## src/rtl/pipeline_ctrl_if.sv

```systemverilog
// Handshake and control bundle between the LC-3b pipeline datapath and pipeline_ctrl.
// The master modport is the datapath/cache side; the slave modport is the controller.
interface pipeline_ctrl_if;
    logic        icache_resp;
    logic        dmem_access;
    logic        dcache_resp;
    logic [2:0]  id_src1;
    logic [2:0]  id_src2;
    logic        id_uses_src1;
    logic        id_uses_src2;
    logic        ex_is_load;
    logic [2:0]  ex_dest;
    logic        mem_br_taken;

    logic        icache_read;
    logic        dcache_req;
    logic        load_pc;
    logic        load_ifid;
    logic        load_idex;
    logic        load_exmem;
    logic        load_memwb;
    logic        bubble_ifid;
    logic        bubble_idex;
    logic        bubble_exmem;
    logic        pc_sel_redirect;
    logic [31:0] cycle_count;
    logic [31:0] stall_count;
    logic [31:0] bubble_count;
    logic [31:0] flush_count;

    modport master (
        output icache_resp, dmem_access, dcache_resp, id_src1, id_src2,
               id_uses_src1, id_uses_src2, ex_is_load, ex_dest, mem_br_taken,
        input  icache_read, dcache_req, load_pc, load_ifid, load_idex, load_exmem,
               load_memwb, bubble_ifid, bubble_idex, bubble_exmem, pc_sel_redirect,
               cycle_count, stall_count, bubble_count, flush_count
    );

    modport slave (
        input  icache_resp, dmem_access, dcache_resp, id_src1, id_src2,
               id_uses_src1, id_uses_src2, ex_is_load, ex_dest, mem_br_taken,
        output icache_read, dcache_req, load_pc, load_ifid, load_idex, load_exmem,
               load_memwb, bubble_ifid, bubble_idex, bubble_exmem, pc_sel_redirect,
               cycle_count, stall_count, bubble_count, flush_count
    );
endinterface

```

## src/rtl/pipeline_ctrl.sv

```systemverilog
// Five-stage LC-3b sequencing controller: cache handshake tracking, load-use stalls, redirects.
// Define PIPE_PERF_CNT_EN to build the four 32-bit performance counters; otherwise they read 0.
module pipeline_ctrl (
    input  logic            clk,
    input  logic            reset,
    pipeline_ctrl_if.slave  bus
);
    typedef enum logic {ST_RUN, ST_WAIT} state_e;

    state_e state_q;
    logic   imem_done_q, imem_done_d;
    logic   dmem_done_q, dmem_done_d;

    logic   imem_held, dmem_held;
    logic   i_ok, d_ok, advance;
    logic   load_use, redirect;

    // Flags can only be set by a stalled cycle, so they are only live while waiting.
    assign imem_held = (state_q == ST_WAIT) & imem_done_q;
    assign dmem_held = (state_q == ST_WAIT) & dmem_done_q;

    assign i_ok     = imem_held | bus.icache_resp;
    assign d_ok     = ~bus.dmem_access | dmem_held | bus.dcache_resp;
    assign advance  = i_ok & d_ok;
    assign redirect = advance & bus.mem_br_taken;
    assign load_use = bus.ex_is_load &
                      ((bus.id_uses_src1 & (bus.id_src1 == bus.ex_dest)) |
                       (bus.id_uses_src2 & (bus.id_src2 == bus.ex_dest)));

    assign bus.icache_read = ~imem_held;
    assign bus.dcache_req  = bus.dmem_access & ~dmem_held;

    always_comb begin
        imem_done_d = imem_held | bus.icache_resp;
        dmem_done_d = dmem_held | (bus.dcache_resp & bus.dmem_access);
        if (advance) begin
            imem_done_d = 1'b0;
            dmem_done_d = 1'b0;
        end
    end

    always_comb begin
        bus.load_pc         = 1'b0;
        bus.load_ifid       = 1'b0;
        bus.load_idex       = 1'b0;
        bus.load_exmem      = 1'b0;
        bus.load_memwb      = 1'b0;
        bus.bubble_ifid     = 1'b0;
        bus.bubble_idex     = 1'b0;
        bus.bubble_exmem    = 1'b0;
        bus.pc_sel_redirect = 1'b0;
        if (advance) begin
            bus.load_idex  = 1'b1;
            bus.load_exmem = 1'b1;
            bus.load_memwb = 1'b1;
            if (redirect) begin
                bus.load_pc         = 1'b1;
                bus.load_ifid       = 1'b1;
                bus.bubble_ifid     = 1'b1;
                bus.bubble_idex     = 1'b1;
                bus.bubble_exmem    = 1'b1;
                bus.pc_sel_redirect = 1'b1;
            end else if (load_use) begin
                // PC and IF/ID hold so the dependent instruction re-enters ID next cycle.
                bus.bubble_idex = 1'b1;
            end else begin
                bus.load_pc   = 1'b1;
                bus.load_ifid = 1'b1;
            end
        end
    end

    always_ff @(posedge clk or posedge reset) begin
        if (reset) begin
            state_q     <= ST_RUN;
            imem_done_q <= 1'b0;
            dmem_done_q <= 1'b0;
        end else begin
            state_q     <= advance ? ST_RUN : ST_WAIT;
            imem_done_q <= imem_done_d;
            dmem_done_q <= dmem_done_d;
        end
    end

`ifdef PIPE_PERF_CNT_EN
    logic [31:0] cycle_q, stall_q, bubble_q, flush_q;

    always_ff @(posedge clk or posedge reset) begin
        if (reset) begin
            cycle_q  <= '0;
            stall_q  <= '0;
            bubble_q <= '0;
            flush_q  <= '0;
        end else begin
            cycle_q <= cycle_q + 32'd1;
            if (!advance)
                stall_q <= stall_q + 32'd1;
            if (redirect)
                flush_q <= flush_q + 32'd1;
            if (advance && !redirect && load_use)
                bubble_q <= bubble_q + 32'd1;
        end
    end

    assign bus.cycle_count  = cycle_q;
    assign bus.stall_count  = stall_q;
    assign bus.bubble_count = bubble_q;
    assign bus.flush_count  = flush_q;
`else
    assign bus.cycle_count  = 32'd0;
    assign bus.stall_count  = 32'd0;
    assign bus.bubble_count = 32'd0;
    assign bus.flush_count  = 32'd0;
`endif
endmodule
```

## src/flat_wrapper.sv

```systemverilog
// flat-port wrapper written by rule: the top's interface ports become plain ports
module pipeline_ctrl_flat 
  (clk, reset, bus_icache_resp, bus_dmem_access, bus_dcache_resp, bus_id_src1, bus_id_src2, bus_id_uses_src1, bus_id_uses_src2, bus_ex_is_load, bus_ex_dest, bus_mem_br_taken, bus_icache_read, bus_dcache_req, bus_load_pc, bus_load_ifid, bus_load_idex, bus_load_exmem, bus_load_memwb, bus_bubble_ifid, bus_bubble_idex, bus_bubble_exmem, bus_pc_sel_redirect, bus_cycle_count, bus_stall_count, bus_bubble_count, bus_flush_count);
  pipeline_ctrl_if bus_i ();
  input  logic clk;
  input  logic reset;
  input wire logic [$bits(bus_i.icache_resp)-1:0] bus_icache_resp;
  input wire logic [$bits(bus_i.dmem_access)-1:0] bus_dmem_access;
  input wire logic [$bits(bus_i.dcache_resp)-1:0] bus_dcache_resp;
  input wire logic [$bits(bus_i.id_src1)-1:0] bus_id_src1;
  input wire logic [$bits(bus_i.id_src2)-1:0] bus_id_src2;
  input wire logic [$bits(bus_i.id_uses_src1)-1:0] bus_id_uses_src1;
  input wire logic [$bits(bus_i.id_uses_src2)-1:0] bus_id_uses_src2;
  input wire logic [$bits(bus_i.ex_is_load)-1:0] bus_ex_is_load;
  input wire logic [$bits(bus_i.ex_dest)-1:0] bus_ex_dest;
  input wire logic [$bits(bus_i.mem_br_taken)-1:0] bus_mem_br_taken;
  output wire logic [$bits(bus_i.icache_read)-1:0] bus_icache_read;
  output wire logic [$bits(bus_i.dcache_req)-1:0] bus_dcache_req;
  output wire logic [$bits(bus_i.load_pc)-1:0] bus_load_pc;
  output wire logic [$bits(bus_i.load_ifid)-1:0] bus_load_ifid;
  output wire logic [$bits(bus_i.load_idex)-1:0] bus_load_idex;
  output wire logic [$bits(bus_i.load_exmem)-1:0] bus_load_exmem;
  output wire logic [$bits(bus_i.load_memwb)-1:0] bus_load_memwb;
  output wire logic [$bits(bus_i.bubble_ifid)-1:0] bus_bubble_ifid;
  output wire logic [$bits(bus_i.bubble_idex)-1:0] bus_bubble_idex;
  output wire logic [$bits(bus_i.bubble_exmem)-1:0] bus_bubble_exmem;
  output wire logic [$bits(bus_i.pc_sel_redirect)-1:0] bus_pc_sel_redirect;
  output wire logic [$bits(bus_i.cycle_count)-1:0] bus_cycle_count;
  output wire logic [$bits(bus_i.stall_count)-1:0] bus_stall_count;
  output wire logic [$bits(bus_i.bubble_count)-1:0] bus_bubble_count;
  output wire logic [$bits(bus_i.flush_count)-1:0] bus_flush_count;
  assign bus_i.icache_resp = bus_icache_resp;
  assign bus_i.dmem_access = bus_dmem_access;
  assign bus_i.dcache_resp = bus_dcache_resp;
  assign bus_i.id_src1 = bus_id_src1;
  assign bus_i.id_src2 = bus_id_src2;
  assign bus_i.id_uses_src1 = bus_id_uses_src1;
  assign bus_i.id_uses_src2 = bus_id_uses_src2;
  assign bus_i.ex_is_load = bus_ex_is_load;
  assign bus_i.ex_dest = bus_ex_dest;
  assign bus_i.mem_br_taken = bus_mem_br_taken;
  assign bus_icache_read = bus_i.icache_read;
  assign bus_dcache_req = bus_i.dcache_req;
  assign bus_load_pc = bus_i.load_pc;
  assign bus_load_ifid = bus_i.load_ifid;
  assign bus_load_idex = bus_i.load_idex;
  assign bus_load_exmem = bus_i.load_exmem;
  assign bus_load_memwb = bus_i.load_memwb;
  assign bus_bubble_ifid = bus_i.bubble_ifid;
  assign bus_bubble_idex = bus_i.bubble_idex;
  assign bus_bubble_exmem = bus_i.bubble_exmem;
  assign bus_pc_sel_redirect = bus_i.pc_sel_redirect;
  assign bus_cycle_count = bus_i.cycle_count;
  assign bus_stall_count = bus_i.stall_count;
  assign bus_bubble_count = bus_i.bubble_count;
  assign bus_flush_count = bus_i.flush_count;
  pipeline_ctrl u_core (.clk(clk), .reset(reset), .bus(bus_i));
endmodule
```

## config.mk

```make
export PLATFORM = sky130hd
export DESIGN_NAME = pipeline_ctrl_flat
export DESIGN_NICKNAME = d
export VERILOG_FILES = /design/src/rtl/pipeline_ctrl_if.sv /design/src/rtl/pipeline_ctrl.sv /design/src/flat_wrapper.sv
export SDC_FILE = /design/constraint.sdc
export NUM_CORES = 1
export LEC_CHECK = 0
export ABC_AREA = 0
export BUFFER_PORTS_ARGS = -buffer_cell sky130_fd_sc_hd__buf_2
export CAP_MARGIN = 30
export CORE_MARGIN = 5
export CORE_UTILIZATION = 33
export CTS_BUF_LIST = sky130_fd_sc_hd__clkbuf_16
export CTS_CLUSTER_DIAMETER = 120
export DETAILED_ROUTE_END_ITERATION = 12
export GPL_TIMING_DRIVEN = 0
export PLACE_DENSITY_LB_ADDON = 0.25
export SETUP_SLACK_MARGIN = 0.1
export SLEW_MARGIN = 20
export SYNTH_ARGS = -nofsm -noshare
export SYNTH_HDL_FRONTEND = slang
export SYNTH_SLANG_ARGS = --single-unit
```

## constraint.sdc

```tcl
create_clock -name clk -period 2.2 [get_ports clk]
set_input_delay 0.66 -clock clk [delete_from_list [all_inputs] [get_ports clk]]
set_output_delay 0.66 -clock clk [all_outputs]
set_load 0.02 [all_outputs]
```

# Yosys cells after proc, flatten, opt, wreduce, memory -nomap -nowiden
# Cells that the tools add are included.
# op_classes
n_addsub	0
multipliers	0
div_mod_pow	0
n_lt_le_gt_ge	0
eq_ne	2
n_shift	0
n_mux	12
n_bitwise	17
reduce_logical	0
# ops
op	count
two-way mux 1 bit	12
bitwise AND 1 bit	9
equality test 3 bit	2
bitwise OR 1 bit	5
inverter 1 bit	3
# word_totals
regBits	3
latchBits	0
ram_bits	0
rom_bits	0
input_bits	18
wordCells	34
n_memories	0

# Logic depth before layout (Yosys ltp)
# depth
depth_word	7
depth_mapped	6

# Least setup slack after synthesis
# OpenSTA, ideal clock, no wires.
# synth_timing
path_type	input to output
startpoint	input bus_dmem_access
endpoint	output bus_load_pc
t_arrival_ps	1686
required_time_ps	1540
path_slack_ps	-146
path_stages	5
cell_sequence	a21boi_2 -> nand2_2 -> nand2_4 -> a31oi_1 -> buf_4
# synth_via
elab_chain_len	7
# synth_lines
item	line	rtl
start: declaration	flat_wrapper.sv:8	input wire logic [$bits(bus_i.dmem_access)-1:0] bus_dmem_access;
inverter 1 bit (*)	pipeline_ctrl.sv:23	assign d_ok = ~bus.dmem_access | dmem_held | bus.dcache_resp;
bitwise OR 1 bit (*) (2 in a row)	pipeline_ctrl.sv:23	
bitwise AND 1 bit (*)	pipeline_ctrl.sv:24	assign advance = i_ok & d_ok;
bitwise AND 1 bit	pipeline_ctrl.sv:25	assign redirect = advance & bus.mem_br_taken;
two-way mux 1 bit	n/a	
two-way mux 1 bit (*)	n/a	
end: declaration	flat_wrapper.sv:19	output wire logic [$bits(bus_i.load_pc)-1:0] bus_load_pc;
# Mark *: on every way between the ends. The rest lies on a longest branch, timed or not.

# Worst setup path after layout
# layout_timing
startpoint	input bus_dmem_access
endpoint	output bus_bubble_idex
# layout_via
elab_chain_len	7
# layout_lines
item	line	rtl
inverter 1 bit (*)	pipeline_ctrl.sv:23	
bitwise OR 1 bit (*) (2 in a row)	pipeline_ctrl.sv:23	
bitwise AND 1 bit (*)	pipeline_ctrl.sv:24	
bitwise AND 1 bit	pipeline_ctrl.sv:25	
two-way mux 1 bit	pipeline_ctrl.sv:56	if (redirect) begin
two-way mux 1 bit (*)	pipeline_ctrl.sv:52	if (advance) begin
end: declaration	flat_wrapper.sv:25	output wire logic [$bits(bus_i.bubble_idex)-1:0] bus_bubble_idex;
# Marked as above.

==> reports/metrics.yaml <==
floorplanning:
  coreArea_um2: 3661
  die-area_um2: 5105
  die_h_um: 71.45
  rows: 22
  io_pins: 157
  initial_core_util_pct: 34.04
  fp.dieW_um: 71.45
detailed_routing:
  drt_iter0_markers: 16
  ant_nets: 0
  firstDrtPassIters: 4
  routed_via_density: 2.737
  wl_per_cell_um: 7.862
  routed_wl_um: 2956
  drc: 0
  vias: 1029
pwr:
  switching_share_pct: 39.47
  switching_power_mw: 0.3445
  power_leakage_nw: 1.494
  seqPwrFrac_pct: 7.2
  p_clk_share_pct: 32.2
  combPwrFrac_pct: 60.6
  ir_drop_v: 0.0002008
  power.internal_mw: 0.5285
  p_per_area_nw_per_um2: 398.0
cells_and_area:
  syn_to_final_growth_pct: 76.00
  finalNonFillerCells: 376
  drive_above_1_share_pct: 55.79
  antenna_cells: 0
  nets: 347
setup_path:
  cp.arrival_ns: 1.59
  endpoint_kind: "output port"
  critPathLaunchType: "primary input"
  crit_required_ns: 1.54
  crit_type: "primary input to output port"
  reg2reg_depth: 5
  path_max_fanout: 4
  regToRegStartpoint: "u_core.state_q"
  r2r_end: "u_core.state_q"
  r2r_slack_ns: 1.05
yosys:
  synth_cell_types: 18
  yosys_warnings: 0
  synth_top_area_share_pct: 80.12
  synth_area_um2: 1246
  synth_area_per_cell_um2: 7.693
  synth.area.top_cells: "buf_4, dfrtp_1, xnor2_1"
  syn_inst: 162
  yosysTopAreaCell: "buf_4"
  ys_seq_area_share_pct: 6.024
  ys_seq_elements: 3
global_routing:
  grt_overflow: 0
  grt_pass1_vias: 934
  grt_first_pass_wirelength_um: 4146
  grt_use_total_pct: 10.17
  antenna_found_initial: 0
  grt_start_max_net_pins: 5
clock_tree:
  ctsHoldBuffers: 0
  htreeDepth: 1
  cts_tree: "built"
  clock-sinks: 3
  clk_latency_ns: 0.22
  root_buffer: "clkbuf_16"
  cts_buffers: 3
  clk_path_buf_depth: 2
  path_clk_slew_ns: 0.03
hold_path:
  hold_class: "primary input to async pin"
placed_design:
  gp_congestion: 0.7015
  port_buffers: 28
  dpl.hpwl_um: 2731
  place_inst: 365
sta:
  max_freq_mhz: 444.1
  setup_viol: 2
  finalHoldViolCount: 0
  fin_tns_setup_ns: -0.08635
  maxSlewViolCount: 0
  post-route-period-util_pct: 102.4
  fin_crit_ns: 2.252
  fin_ws_ns: -0.05198
  rsz0062_at_grt: "true"
  skew_ns: 0.001885
job:
  maxCapViolations: 0
status:
  violations: "negative setup slack"
  outcome: "finished with violations"
## cell usage after synthesis, drive strengths merged
library cell  number
nand4              2
dfrtp              3
inv                4
a31o               1
a22oi              1
conb               1
a21boi             1
xnor2              6
a31oi              1
nor2               2
buf              133
and2               1
nand2              4
a21oi              1
nand2b             1
## power groups by stage
stage	clock (mW)	combinational, mW	sequential [mW]
2_1_floorplan	0	0.430	0.0629
3_3_place_gp	0	0.466	0.0632
3_5_place_dp	0	0.467	0.0634
4_1_cts	0.288	0.488	0.0629
5_1_grt	0.292	0.566	0.0632
6_report	0.281	0.529	0.0629
## registers in the layout, summed over array words and instances, names as in the netlist
| signal | cells |
|---|---|
| u_core.state_q | 1 |
| u_core.imem_done_q | 1 |
| u_core.dmem_done_q | 1 |
## per-layer routing
metal / track usage, % / part of all wire, % / routed length (um) / vias to the layer above
li1: - / - / - / 563
met4: 3.758 / 0 / 0 / 0
met1: 8.250 / 24 / 712 / 383
met5: 0 / 0 / 0 / -
met2: 19.59 / 57 / 1696 / 83
met3: 6.171 / 19 / 547 / 0
## kinds of logic (layout without fill, tap and decap cells)
group | after synthesis | after routing | synth area share, %
buffers and inverters | 137 | 176 | 81.53
flip-flops | 3 | 3 | 6.024
AND/OR/NAND/NOR | 10 | 10 | 4.820
XOR/XNOR | 6 | 6 | 4.217
other | 1 | 128 | 0.3009
AO/OA/AOI/OAI | 5 | 5 | 3.113
## through the flow
step / cell area (um2) / utilization, % / hold slack, ns / power, mW / setup WS [ns]
2_1_floorplan: 1748 / - / 0.4136 / 0.4924 / -0.004332
4_1_cts: 2102 / 57.42 / 0.3006 / 0.8384 / -0.04803
3_3_place_gp: 1948 / 53.21 / 0.5199 / 0.5293 / -0.08543
6_report: 2193 / 59.91 / 0.3129 / 0.8730 / -0.05198
3_5_place_dp: 1948 / 53.21 / 0.5326 / 0.5307 / -0.09827
5_1_grt: 2193 / 59.91 / 0.3306 / 0.9211 / -0.09986
## area by class of cell
cell class | instances | area (um2)
fill | 357 | 1468
buffer | 133 | 1002
multi-input combinational | 149 | 695.7
timing repair buffer | 35 | 261.5
sequential | 3 | 75.07
clock buffer | 3 | 75.07
tap | 48 | 60.06
inverter | 4 | 20.02
clock inverter | 1 | 3.754
## timing repair
action | in CTS | in global routing
pin swaps | 8 | 8
gates resized for setup | 14 | 10
setup endpoints to repair | 6 | 9
hold endpoints to repair | 0 | 0
setup buffers | 4 | 3
## cells in the final DEF, fill, tap and decap left out, drive strengths merged
cell    instances
a21boi          1
a21oi           1
a22oi           1
a31o            1
a31oi           1
and2            1
buf           168
clkbuf          3
conb          128
dfrtp           3
inv             5
nand2           4
nand2b          1
nand4           2
nor2            2
xnor2           6
## worst max-delay path by stage
stage               startpoint         endpoint  slack, ns  depth (start not counted)
2_1_floorplan  bus_dmem_access  bus_bubble_idex     -0.004                          6
5_1_grt        bus_dmem_access  bus_bubble_idex       -0.1                          8
6_report       bus_dmem_access  bus_bubble_idex      -0.05                          8
4_1_cts        bus_dmem_access  bus_bubble_idex      -0.05                          8
3_5_place_dp   bus_dmem_access  bus_bubble_idex       -0.1                          8
3_3_place_gp   bus_dmem_access  bus_bubble_idex      -0.09                          8
## worst max-delay path, cell delays in order
cell	delay (ns)
buf_6	0.07
a21boi_4	0.17
nand2_2	0.09
nand2_4	0.10
inv_6	0.04
and2_4	0.14
a31o_4	0.20
buf_6	0.12
(Power assumes the default switching activity.)
